===== config.mk =====
export PLATFORM = sky130hd
export DESIGN_NAME = vram_slot_arbiter
export DESIGN_NICKNAME = d
export VERILOG_FILES = /design/src/rtl/vram_slot_arbiter.sv
export SDC_FILE = /design/constraint.sdc
export NUM_CORES = 1
export LEC_CHECK = 0
export BUFFER_PORTS_ARGS = -buffer_cell sky130_fd_sc_hd__clkbuf_2
export CORE_ASPECT_RATIO = 2
export CORE_MARGIN = 2
export CORE_UTILIZATION = 40
export DETAILED_ROUTE_END_ITERATION = 12
export SYNTH_ARGS = -nofsm -noshare
export SYNTH_HDL_FRONTEND = slang
export SYNTH_SLANG_ARGS = --single-unit

===== constraint.sdc =====
create_clock -name clk -period 2.6 [get_ports clk]
set_clock_uncertainty 0.1 [all_clocks]
set_input_delay 0.65 -clock clk [delete_from_list [all_inputs] [get_ports clk]]
set_output_delay 0.65 -clock clk [all_outputs]
set_load 0.01 [all_outputs]

===== src/rtl/vram_slot_arbiter.sv =====
// vram_slot_arbiter: 16-phase RAM time-slot scheduler shared by
// gate-array video fetch and the Z80 CPU.
//
// Ports:
//   clk, RESET_N (async, active low), cen_16 (16 MHz enable)
//   vid_addr           video word address
//   cpu_req/we/addr/wdata  CPU request, sampled on acceptance
//   cpu_rdata, cpu_ready   read data and wait handshake (0 = wait)
//   ram_addr/we/wdata/rdata  RAM port (rdata combinational)
//   vid_data, vid_valid    {odd, even} video word and update pulse
//
// Option: define VRAM_ARB_DUAL_CPU_EN to add a second CPU slot
// at phase (CPU_PHASE + 4) mod 16.
//
// Timing: a slot starting at phase P is entered on the tick that
// sees phase P and ends ACC_LEN ticks later; the ending tick
// captures ram_rdata, so the RAM sees a stable address for
// ACC_LEN full ticks.

module vram_slot_arbiter #(
    parameter int VID0_PHASE = 0,
    parameter int VID1_PHASE = 4,
    parameter int CPU_PHASE  = 8,
    parameter int ACC_LEN    = 2
) (
    input  logic        clk,
    input  logic        RESET_N,
    input  logic        cen_16,
    input  logic [14:0] vid_addr,
    input  logic        cpu_req,
    input  logic        cpu_we,
    input  logic [15:0] cpu_addr,
    input  logic [7:0]  cpu_wdata,
    output logic [7:0]  cpu_rdata,
    output logic        cpu_ready,
    output logic [15:0] ram_addr,
    output logic        ram_we,
    output logic [7:0]  ram_wdata,
    input  logic [7:0]  ram_rdata,
    output logic [15:0] vid_data,
    output logic        vid_valid
);

    typedef enum logic [2:0] {
        IDLE,
        VID0,
        VID1,
        CPU,
        CPU_DONE
    } state_t;

    localparam logic [3:0] PH_V0 = 4'(VID0_PHASE);
    localparam logic [3:0] PH_V1 = 4'(VID1_PHASE);
    localparam logic [3:0] PH_C0 = 4'(CPU_PHASE);
    localparam logic [1:0] LAST  = 2'(ACC_LEN - 1);

    state_t      state_q, state_d;
    logic [3:0]  phase_q, phase_d;
    logic [1:0]  cnt_q, cnt_d;
    logic [14:0] lat_q, lat_d;
    logic        pend_q, pend_d;
    logic        done_q, done_d;
    logic        cwe_q, cwe_d;
    logic [15:0] caddr_q, caddr_d;
    logic [7:0]  cwd_q, cwd_d;

    logic [7:0]  cpu_rdata_d;
    logic        cpu_ready_d;
    logic [15:0] ram_addr_d;
    logic        ram_we_d;
    logic [7:0]  ram_wdata_d;
    logic [15:0] vid_data_d;
    logic        vid_valid_d;

    logic        cpu_slot;
    logic        accept;
    logic        busy;
    logic        last;

`ifdef VRAM_ARB_DUAL_CPU_EN
    localparam logic [3:0] PH_C1 = 4'((CPU_PHASE + 4) % 16);
    assign cpu_slot = (phase_q == PH_C0) || (phase_q == PH_C1);
`else
    assign cpu_slot = (phase_q == PH_C0);
`endif

    // done_q is the CPU_DONE gate; it is kept as its own flag so
    // that a slot entered on the same tick cannot lose it.
    assign accept = cen_16 && cpu_req && !done_q && !pend_q;
    assign busy   = (state_q == VID0) || (state_q == VID1) ||
                    (state_q == CPU);
    assign last   = busy && (cnt_q == LAST);

    always_comb begin
        state_d     = state_q;
        phase_d     = phase_q;
        cnt_d       = cnt_q;
        lat_d       = lat_q;
        pend_d      = pend_q;
        done_d      = done_q;
        cwe_d       = cwe_q;
        caddr_d     = caddr_q;
        cwd_d       = cwd_q;
        cpu_rdata_d = cpu_rdata;
        cpu_ready_d = cpu_ready;
        ram_addr_d  = ram_addr;
        ram_we_d    = ram_we;
        ram_wdata_d = ram_wdata;
        vid_data_d  = vid_data;
        vid_valid_d = 1'b0;

        if (cen_16) begin
            phase_d = phase_q + 4'd1;

            if (done_q && !cpu_req) begin
                done_d = 1'b0;
            end
            if (state_q == CPU_DONE && !cpu_req) begin
                state_d = IDLE;
            end

            if (accept) begin
                pend_d      = 1'b1;
                cwe_d       = cpu_we;
                caddr_d     = cpu_addr;
                cwd_d       = cpu_wdata;
                cpu_ready_d = 1'b0;
            end

            if (busy) begin
                cnt_d = cnt_q + 2'd1;
            end

            if (last) begin
                cnt_d = 2'd0;
                case (state_q)
                    VID0: begin
                        vid_data_d[7:0] = ram_rdata;
                        state_d         = IDLE;
                    end
                    VID1: begin
                        vid_data_d[15:8] = ram_rdata;
                        vid_valid_d      = 1'b1;
                        state_d          = IDLE;
                    end
                    CPU: begin
                        if (!cwe_q) begin
                            cpu_rdata_d = ram_rdata;
                        end
                        ram_we_d    = 1'b0;
                        cpu_ready_d = 1'b1;
                        pend_d      = 1'b0;
                        done_d      = 1'b1;
                        state_d     = CPU_DONE;
                    end
                    default: ;
                endcase
            end

            // Slot entries win over the exit above, which lets
            // back-to-back windows share a boundary tick.
            if (phase_q == PH_V0) begin
                lat_d      = vid_addr;
                state_d    = VID0;
                cnt_d      = 2'd0;
                ram_addr_d = {vid_addr, 1'b0};
                ram_we_d   = 1'b0;
            end else if (phase_q == PH_V1) begin
                state_d    = VID1;
                cnt_d      = 2'd0;
                ram_addr_d = {lat_q, 1'b1};
                ram_we_d   = 1'b0;
            end else if (cpu_slot && (pend_q || accept)) begin
                state_d     = CPU;
                cnt_d       = 2'd0;
                ram_addr_d  = accept ? cpu_addr : caddr_q;
                ram_we_d    = accept ? cpu_we : cwe_q;
                ram_wdata_d = accept ? cpu_wdata : cwd_q;
            end
        end
    end

    always_ff @(posedge clk or negedge RESET_N) begin
        if (!RESET_N) begin
            state_q   <= IDLE;
            phase_q   <= 4'd0;
            cnt_q     <= 2'd0;
            lat_q     <= 15'd0;
            pend_q    <= 1'b0;
            done_q    <= 1'b0;
            cwe_q     <= 1'b0;
            caddr_q   <= 16'd0;
            cwd_q     <= 8'd0;
            cpu_rdata <= 8'd0;
            cpu_ready <= 1'b1;
            ram_addr  <= 16'd0;
            ram_we    <= 1'b0;
            ram_wdata <= 8'd0;
            vid_data  <= 16'd0;
            vid_valid <= 1'b0;
        end else begin
            state_q   <= state_d;
            phase_q   <= phase_d;
            cnt_q     <= cnt_d;
            lat_q     <= lat_d;
            pend_q    <= pend_d;
            done_q    <= done_d;
            cwe_q     <= cwe_d;
            caddr_q   <= caddr_d;
            cwd_q     <= cwd_d;
            cpu_rdata <= cpu_rdata_d;
            cpu_ready <= cpu_ready_d;
            ram_addr  <= ram_addr_d;
            ram_we    <= ram_we_d;
            ram_wdata <= ram_wdata_d;
            vid_data  <= vid_data_d;
            vid_valid <= vid_valid_d;
        end
    end

endmodule


* Yosys cells after proc, flatten, opt, wreduce, memory -nomap -nowiden *
Cells that the tools add are included.

storage, ports and cells
  logic and storage cells = 90
  bits of input ports = 52
  bits in registers = 102
  output and inout port bits = 51

cells by class
  muxes and demuxes = 34
  equality and inequality tests = 7
  add/subtract/negate cells = 2
  bitwise logic cells = 3
  reduce and logical (&&, ||, !) cells = 27

operator list
  operator                                                          count
  16-bit two-way mux                                                4
  1-bit two-way mux                                                 18
  3-bit two-way mux                                                 5
  2-bit two-way mux                                                 5
  3-bit AND reduction                                               3
  8-bit two-way mux                                                 1
  4-bit AND reduction                                               2
  4-bit nonzero test                                                2
  1-bit logical AND                                                 7
  3-bit by 2-bit == test with 1-bit output (second input constant)  2
  3-bit case mux with 2 select lines                                1
  2-bit AND reduction                                               3
  5-bit nonzero test                                                1
  4-bit by 1-bit adder with 4-bit output (second input constant)    1
  4-bit by 3-bit == test with 1-bit output (second input constant)  1
  4-bit == test (second input constant)                             1
  4-bit zero test                                                   1
  3-bit by 1-bit == test with 1-bit output (second input constant)  1
  3-bit == test (second input constant)                             1
  1-bit zero test                                                   3
  1-bit logical OR                                                  3
  1-bit inverter                                                    3
  3-bit nonzero test                                                1
  2-bit by 1-bit adder with 2-bit output (second input constant)    1
  other kinds (2)                                                   2

* Longest topological paths before layout *
Gate-level depths: netlist (run 1).

  word-level depth = 8
  depth in mapped cells = 8
  mapped depth without buffers = 6

* Worst setup path before layout (run 1) *
OpenSTA, ideal clock, no wires.

  kind = input to register
  start point = in cpu_req
  end point = reg ram_wdata[0]
  arrival = 1.809 ns
  buffers on the path = 2
  data required time = 2.375 ns
  library setup time = 0.125 ns
  stages = 5
  slack = 0.566 ns
  cell sequence = nor4bb_1 -> buf_4 -> buf_6 -> mux2_2 -> mux2_2

on the way
  word-level cells in the longest chain between the ends = 6
  elaborated cells between the ends (all ways) = 7
  classes of those cells = mux: 1; reduce/logical: 6

RTL lines
  element                               line  RTL
  start, declared                       30    input logic cpu_req,
  1-bit logical AND (*) (3 in a row)    89    assign accept = cen_16 && cpu_req && !done_q && !pend_q;
  1-bit logical OR                      173   end else if (cpu_slot && (pend_q || accept)) begin
  1-bit logical AND                     173
  4-bit AND reduction (no source line)  n/a
  end signal, assigned                  215   ram_wdata <= ram_wdata_d;
  end, declared                         38    output logic [7:0] ram_wdata,

Mark *: on every way between the ends. The rest lies on a longest branch, timed or not.
A chain may end at the register's enable or synchronous reset.

* Final worst setup path (run 1) *
  start point = reg phase_q[0]
  end point = reg lat_q[13]

on the way
  word-level cells in the longest chain between the ends = 2

RTL lines
  element                               line  RTL
  start, declared                       58    logic [3:0] phase_q, phase_d;
  start signal, assigned                203   phase_q <= phase_d;
  4-bit zero test                       162   if (phase_q == PH_V0) begin
  2-bit AND reduction (no source line)  n/a
  end signal, assigned                  205   lat_q <= lat_d;
  end, declared                         60    logic [14:0] lat_q, lat_d;

Every way passes these cells.

==> flow_metrics.py, run 1 <==
metrics = {
    "final_layout": {
        "nets": 462,
        "post_synthesis_to_final_layout_area_growth_pct": 25.88,
        "proportion_of_layout_cells_with_a_drive_suffix_above_1": 0.4358,
        "layout_common_cells": "sky130_fd_sc_hd__dfrtp_1 (101), sky130_fd_sc_hd__clkbuf_2 (101), sky130_fd_sc_hd__mux2_1 (32)",
        "n_antenna_cell": 0,
    },
    "timing": {
        "transition_at_the_pin_with_the_smallest_max_transition_slack_ns": 0.5509,
        "finalSetupViolCount": 0,
        "setup_total_negative_slack_ns": 0,
        "hold_violations": 0,
        "layout_min_cycle_time_ns": 2.097,
        "max_slew_margin": 0.6328,
        "rsz_0062_raised_after_global_routing": "false",
        "max_freq_mhz": 477.0,
        "maxSlewViolCount": 0,
        "timing.final.crit_share": 0.8064,
    },
    "route": {
        "first_pass_detailed_route_iteration_total": 4,
        "via_per_inst": 5.005,
        "detailedRoute.firstIterationViolations": 116,
        "final_antenna_net_count": 0,
        "totalWireLength_um": 8898,
        "routed_wire_per_std_cell_um": 16.18,
        "via_count": 2753,
        "count_of_unresolved_drc_violations_after_routing": 0,
    },
    "power_and_ir_drop": {
        "sw_frac_of_total": 0.3160,
        "vdd_drop_max_mv": 0.6131,
        "combPwrFrac": 0.327,
        "clockPowerShare": 0.235,
        "net-switching-power_mw": 1.956,
        "power_density_mw_per_mm2": 1152,
        "seq_power_share": 0.438,
        "design_power_total_mw": 6.190,
        "internal_power_mw": 4.234,
        "p_leak_nw": 2.686,
    },
    "grt": {
        "global_route.usage.met2": 0.2868,
        "globalRouteTotalUtil": 0.1630,
        "globalRouteOverflowTotal": 0,
        "antenna_found_initial": 0,
        "grt_first_pass_wirelength_um": 14570,
        "grt_max_degree": 42,
        "use_met1": 0.1867,
        "grt_pass1_vias": 2928,
        "grt_most_used_layer": "met2",
        "grt.met3_usage": 0.03657,
    },
    "clocking": {
        "clock_insertion_delay_worst_skew_ns": 0.35,
        "clock_sinks": 102,
        "cts_max_path_bufs": 2,
        "cts_max_level": 3,
        "ctsHoldBuffers": 0,
        "worst_setup_hold_path_clk_slew_ns": 0.07,
        "cts-buffers-inserted": 9,
        "post_cts_repair_setup_buffers": 0,
        "clock_tree.root_cell": "sky130_fd_sc_hd__clkbuf_16",
        "post_cts_resized": 0,
        "cts_tree": "done",
    },
    "setup_path": {
        "cp_data_arrival_time_ns": 2.22,
        "worst_ep_required_time_ns": 2.72,
        "worstSetupEndpointType": "register",
        "cp.depth": 6,
        "critical_setup_path_kind": "register to register",
        "worstRegToRegCells": 6,
        "critPathTopFamily": "simple AND/OR/NAND/NOR gates",
        "critical-path-max-stage-delay_ns": 0.43,
        "timing.critical_path.cells": "inv_1 > ha_1 > nor2b_2 > nor3b_4 > buf_12 > mux2_1",
        "critical_path_buf_inv_count": 2,
        "crit_path_start_kind": "register",
        "critPathMaxFanout": 30,
        "critical-path-slowest-cell": "sky130_fd_sc_hd__dfrtp_1",
        "rrSetupSlack_ns": 0.50,
    },
    "yosys": {
        "synth.ff_latch_count": 102,
        "synth.cell_area_mm2": 0.004269,
        "synth.yosys.warnings": 0,
        "main_area_contributors_after_synthesis": "sky130_fd_sc_hd__dfrtp_1 (59%), sky130_fd_sc_hd__mux2_1 (8.4%), sky130_fd_sc_hd__mux2_2 (8.2%), sky130_fd_sc_hd__mux2_4 (3.5%), sky130_fd_sc_hd__mux2i_1 (3.5%)",
        "ys_seq_area_frac": 0.5982,
        "post_synth.cell_area_avg_um2": 14.47,
        "synthFlopType": "sky130_fd_sc_hd__dfrtp_1",
        "netlist-cell-type-count": 40,
        "leading_area_contributor_after_synthesis": "sky130_fd_sc_hd__dfrtp_1",
        "synth-async-reset-ratio": 1.000,
        "netlist.area_leader.share": 0.5920,
        "syn_nets": 349,
        "netlist_instances": 295,
        "synth_enable_flop_cells": 0,
    },
    "floorplan": {
        "io-pin-count": 103,
        "initial_utilization": 0.4075,
        "die_y_um": 150.1,
        "die_area_mm2": 0.01157,
        "core_area_mm2": 0.01048,
        "fp-row-count": 53,
        "die_w_um": 77.05,
    },
    "placement": {
        "place.gp.congestion": 0.7592,
        "dp_hpwl_um": 6439,
        "port_buffers": 102,
    },
    "status": {
        "outcome": "finished clean",
    },
    "flow_run": {
        "drv.max_cap_violation_count": 0,
    },
    "worst_hold_path": {
        "min_path_type": "input port to async pin",
    },
}
==> through the flow <==
step	util	cells	setup slack [ns]	hold slack (ns)	area, um^2
after floorplan	-	295	0.5664	0.2544	4269
after global placement	0.4821	534	0.3067	0.3614	5051
after detailed placement	0.4821	534	0.2588	0.3703	5051
after CTS	0.5129	550	0.4763	0.2129	5374
after global routing	0.5129	550	0.3924	0.2309	5374
final	0.5129	550	0.5035	0.1893	5374
==> worst paths after layout <==
kind                            startpoint         to
worst max-delay path            phase_q[0]  lat_q[13]
worst min-delay path               RESET_N   cwd_q[6]
worst max register to register  phase_q[0]  lat_q[13]
worst min register to register    cwd_q[3]   cwd_q[3]
max in group asynchronous          RESET_N   lat_q[9]
min in group clk                  cwd_q[3]   cwd_q[3]
==> Yosys cell counts, types with 2 or more instances <==
cell type and count:
sky130_fd_sc_hd__a21o_1 2, sky130_fd_sc_hd__a22oi_1 15, sky130_fd_sc_hd__buf_2 5, sky130_fd_sc_hd__buf_4 2, sky130_fd_sc_hd__buf_6 5, sky130_fd_sc_hd__clkbuf_1 2, sky130_fd_sc_hd__dfrtp_1 101, sky130_fd_sc_hd__ha_1 2
sky130_fd_sc_hd__inv_1 5, sky130_fd_sc_hd__mux2_1 32, sky130_fd_sc_hd__mux2_2 31, sky130_fd_sc_hd__mux2_4 10, sky130_fd_sc_hd__mux2i_1 15, sky130_fd_sc_hd__nand2_1 9, sky130_fd_sc_hd__nand2b_1 4, sky130_fd_sc_hd__nand4b_1 2
sky130_fd_sc_hd__nor2_1 5, sky130_fd_sc_hd__nor2b_1 6, sky130_fd_sc_hd__nor3_1 2, sky130_fd_sc_hd__o21ai_0 3, sky130_fd_sc_hd__o21ai_1 17, sky130_fd_sc_hd__xnor2_1 2
==> sequential cells by signal, indices dropped and copies added (netlist names), 3 cells and up <==
register	count
vid_data	16
ram_wdata	8
ram_addr	16
phase_q	4
state_q	3
cpu_rdata	8
caddr_q	16
cwd_q	8
lat_q	15
==> cell families after synthesis <==
logic type / count (synthesis) / synth area share
buffers and inverters: 19 / 0.02872
flip-flops: 102 / 0.5982
multiplexers: 88 / 0.2365
AND/OR/NAND/NOR: 36 / 0.05276
AO/OA/AOI/OAI: 45 / 0.07180
XOR/XNOR: 3 / 0.006156
adder cells (fa/ha/maj): 2 / 0.005861
==> power by group through the flow <==
stage | clock network (mW) | logic, mW | registers [mW]
after detailed placement | 0 | 2.07 | 2.75
after floorplan | 0 | 1.22 | 2.79
after CTS | 1.48 | 2.08 | 2.72
after global placement | 0 | 2.02 | 2.72
final | 1.45 | 2.03 | 2.71
after global routing | 1.54 | 2.24 | 2.81
==> layer usage <==
layer / vias to the layer above / share of wire
li1: 1288 / -
met1: 1383 / 0.39
met2: 68 / 0.54
met3: 14 / 0.047
met4: 0 / 0.022
met5: - / 0
==> cell type report <==
cell class              count  area [um^2]
multi-input cells         174         1614
repair buffers            116        693.2
flip-flops and latches    102         2554
clock buffers               9        225.2
inverters                   5        18.77
clock inverters             7        97.59
well taps                 137        171.4
fillers                   980         5104
Power figures use the tool's default switching activity.
==> run 2, diff against run 1 <==
Settings changed: ABC_AREA from default to 1.
Clock period 2.6 ns to 1.69 ns, I/O delays scaled along.
==> flow_metrics.py, run 2 <==
metrics = {
    "floorplan": {
        "fp-row-count": 54,
        "io-pin-count": 103,
        "core_area_mm2": 0.01081,
        "die_area_mm2": 0.01195,
        "die_y_um": 152.6,
        "die_w_um": 78.30,
        "initial_utilization": 0.4086,
    },
    "power_and_ir_drop": {
        "vdd_drop_max_mv": 0.9055,
        "power_density_mw_per_mm2": 1721,
        "p_leak_nw": 3.217,
    },
    "worst_hold_path": {
        "min_path_type": "input port to register",
        "holdCritStartpoint": "cpu_wdata[2]",
        "worstHoldPathCells": 3,
        "min_to": "cwd_q[2]",
    },
    "yosys": {
        "synth-async-reset-ratio": 1.000,
        "ys_seq_area_frac": 0.5782,
        "syn_nets": 560,
        "netlist.area_leader.share": 0.5722,
        "leading_area_contributor_after_synthesis": "sky130_fd_sc_hd__dfrtp_1",
        "synth.cell_area_mm2": 0.004417,
        "leading_cell_types_by_count_after_synthesis": "sky130_fd_sc_hd__nand2_1 (179), sky130_fd_sc_hd__dfrtp_1 (101), sky130_fd_sc_hd__nor2_1 (46), sky130_fd_sc_hd__o21ai_0 (46), sky130_fd_sc_hd__inv_1 (31)",
        "synthFlopType": "sky130_fd_sc_hd__dfrtp_1",
        "post-synth-top-count-cell": "sky130_fd_sc_hd__nand2_1",
        "synth_enable_flop_cells": 0,
        "synth.ff_latch_count": 102,
        "main_area_contributors_after_synthesis": "sky130_fd_sc_hd__dfrtp_1 (57%), sky130_fd_sc_hd__nand2_1 (15%), sky130_fd_sc_hd__o21ai_0 (5.2%), sky130_fd_sc_hd__nor2_1 (3.9%), sky130_fd_sc_hd__nand3_1 (2.7%)",
        "synth.yosys.warnings": 0,
        "post_synth.cell_area_avg_um2": 8.729,
        "netlist_instances": 506,
        "netlist-cell-type-count": 32,
    },
    "setup_path": {
        "critical-path-slowest-cell": "sky130_fd_sc_hd__dfrtp_1",
        "critical-path-max-stage-delay_ns": 0.40,
        "worstRegToRegCells": 9,
        "worstSetupEndpointType": "register",
        "cp-startpoint": "phase_q[1]",
        "critical_path.reg2reg.endpoint": "lat_q[12]",
        "critical_setup_path_kind": "register to register",
        "worst_ep_required_time_ns": 1.81,
        "critical_path_buf_inv_count": 4,
        "cp_data_arrival_time_ns": 1.88,
        "rrSetupSlack_ns": -0.07,
        "critPathMaxFanout": 5,
        "regToRegStartpoint": "phase_q[1]",
        "crit_path_start_kind": "register",
        "timing.critical_path.cells": "inv_2 > ha_4 > inv_4 > nor2_4 > inv_2 > nor2_4 > buf_12 > nand2_8 > mux2_2",
        "critPathTopFamily": "flip-flops",
    },
    "grt": {
        "grt_pass1_vias": 3759,
        "grt_first_pass_wirelength_um": 18340,
        "globalRouteTotalUtil": 0.1957,
        "grt_max_degree": 61,
        "antenna_found_initial": 0,
        "globalRouteOverflowTotal": 0,
    },
    "flow_run": {
        "drv.max_cap_violation_count": 0,
    },
    "final_layout": {
        "layout_commonest_cell": "sky130_fd_sc_hd__nand2_1",
        "nets": 698,
        "finalNonFillerCells": 788,
        "n_antenna_cell": 0,
        "proportion_of_layout_cells_with_a_drive_suffix_above_1": 0.3395,
        "post_synthesis_to_final_layout_area_growth_pct": 33.20,
        "largest_registers": "caddr_q (16), ram_addr (16), vid_data (16)",
        "multiInputGateArea_mm2": 0.001772,
        "final.fill_count": 1036,
        "layout_common_cells": "sky130_fd_sc_hd__nand2_1 (174), sky130_fd_sc_hd__dfrtp_1 (101), sky130_fd_sc_hd__clkbuf_2 (101)",
        "seq_area_mm2": 0.002554,
    },
    "clocking": {
        "cts-buffers-inserted": 9,
        "clock_sinks": 102,
        "clock_insertion_delay_worst_skew_ns": 0.34,
        "cts_tree": "done",
        "clock_tree.root_cell": "sky130_fd_sc_hd__clkbuf_16",
        "cts_max_path_bufs": 2,
        "cts_max_level": 3,
        "worst_setup_hold_path_clk_slew_ns": 0.06,
    },
    "route": {
        "via_per_inst": 4.747,
        "routed_wire_per_std_cell_um": 14.32,
        "first_pass_detailed_route_iteration_total": 4,
        "via_count": 3741,
        "detailedRoute.firstIterationViolations": 201,
        "totalWireLength_um": 11290,
        "final_antenna_net_count": 0,
        "count_of_unresolved_drc_violations_after_routing": 0,
    },
    "placement": {
        "port_buffers": 102,
        "placed_cells_incl_taps": 762,
        "place.gp.congestion": 0.7858,
        "dp_hpwl_um": 8074,
    },
    "status": {
        "outcome": "finished, violations left",
        "violations": "setup timing",
    },
    "timing": {
        "timing.final.crit_share": 1.040,
        "max_freq_mhz": 568.7,
        "final.setup.worst_slack_ns": -0.06829,
        "layout_min_cycle_time_ns": 1.758,
        "setup_total_negative_slack_ns": -0.6815,
        "transition_at_the_pin_with_the_smallest_max_transition_slack_ns": 0.5325,
        "maxSlewViolCount": 0,
        "hold_violations": 0,
        "finalSetupViolCount": 17,
        "rsz_0062_raised_after_global_routing": "true",
        "max_slew_margin": 0.6450,
    },
}
[run 2: cell types whose count changed after synthesis, moves of 26 or more]
| cell | change |
|---|---|
| sky130_fd_sc_hd__o21ai_0 | +43 |
| sky130_fd_sc_hd__inv_1 | +26 |
| sky130_fd_sc_hd__nand2_1 | +170 |
| sky130_fd_sc_hd__nor2_1 | +41 |
| sky130_fd_sc_hd__mux2_1 | -32 |
[run 2: how the worst max path moves through the flow]
stage / to / slack [ns] / cells past startpoint
floorplan: lat_q[10] / 0.005 / 9
global placement: ram_wdata[2] / -0.02 / 8
detailed placement: ram_wdata[2] / -0.09 / 8
CTS: lat_q[0] / -0.05 / 10
global route: lat_q[12] / -0.12 / 9
finish: lat_q[12] / -0.07 / 9
[run 2: report_power, final]
part / internal (mW) / switching (mW) / leakage [nW] / total (mW)
combinational: 1.80 / 2.31 / 1.77 / 4.11
sequential: 3.46 / 0.514 / 1.31 / 3.97
clock: 1.18 / 0.868 / 0.141 / 2.04
total: 6.44 / 3.69 / 3.22 / 10.1
[run 2: logic make-up after synthesis]
family | synth area share
multiplexers | 0.02040
XOR/XNOR | 0.005950
AND/OR/NAND/NOR | 0.2476
flip-flops | 0.5782
buffers and inverters | 0.05212
AO/OA/AOI/OAI | 0.09009
adder cells (fa/ha/maj) | 0.005665
[run 2: metal layers]
| metal | vias up | GRT usage | part of all wire |
|---|---|---|---|
| li1 | 1873 | - | - |
| met1 | 1773 | 0.2210 | 0.38 |
| met2 | 80 | 0.3571 | 0.57 |
| met3 | 15 | 0.03969 | 0.038 |
| met4 | 0 | 0.07101 | 0.018 |
| met5 | - | 0 | 0 |
[run 2: area by class of cell]
| type | count | share of cell area |
|---|---|---|
| Timing Repair Buffer | 144 | 0.1623 |
| Sequential cell | 102 | 0.4341 |
| Multi-Input combinational cell | 352 | 0.3011 |
| Tap cell | 140 | 0.02977 |
| Inverter | 35 | 0.02339 |
| Clock buffer | 11 | 0.04126 |
| Clock inverter | 4 | 0.008082 |
[run 2: per-stage QoR]
stage	hold slack, ns	worst slack, ns	power [mW]	util	instance area (um^2)
final	0.1983	-0.06829	10.13	0.5442	5883
after floorplan	0.02691	0.005227	6.126	-	4428
after global routing	0.2029	-0.1224	10.91	0.5442	5883
after detailed placement	0.3488	-0.08754	7.641	0.4905	5303
after global placement	0.3493	-0.02345	7.512	0.4905	5303
after CTS	0.1921	-0.05191	9.839	0.5242	5667
[run 2: timing repair]
action | CTS | global route
hold endpoints to repair | 48 | 0
pin swaps | 3 | 5
hold buffers | 1 | 0
setup endpoints to repair | 41 | 40
setup buffers | 4 | 3
gates resized for setup | 14 | 40
cloned | 0 | 3
[run 2: worst reg2reg max path: stages (launching register included)]
cell and delay [ns]:
sky130_fd_sc_hd__dfrtp_1 0.40, sky130_fd_sc_hd__inv_2 0.09, sky130_fd_sc_hd__ha_4 0.14, sky130_fd_sc_hd__inv_4 0.04, sky130_fd_sc_hd__nor2_4 0.11, sky130_fd_sc_hd__inv_2 0.06, sky130_fd_sc_hd__nor2_4 0.18, sky130_fd_sc_hd__buf_12 0.15
sky130_fd_sc_hd__nand2_8 0.07, sky130_fd_sc_hd__mux2_2 0.30
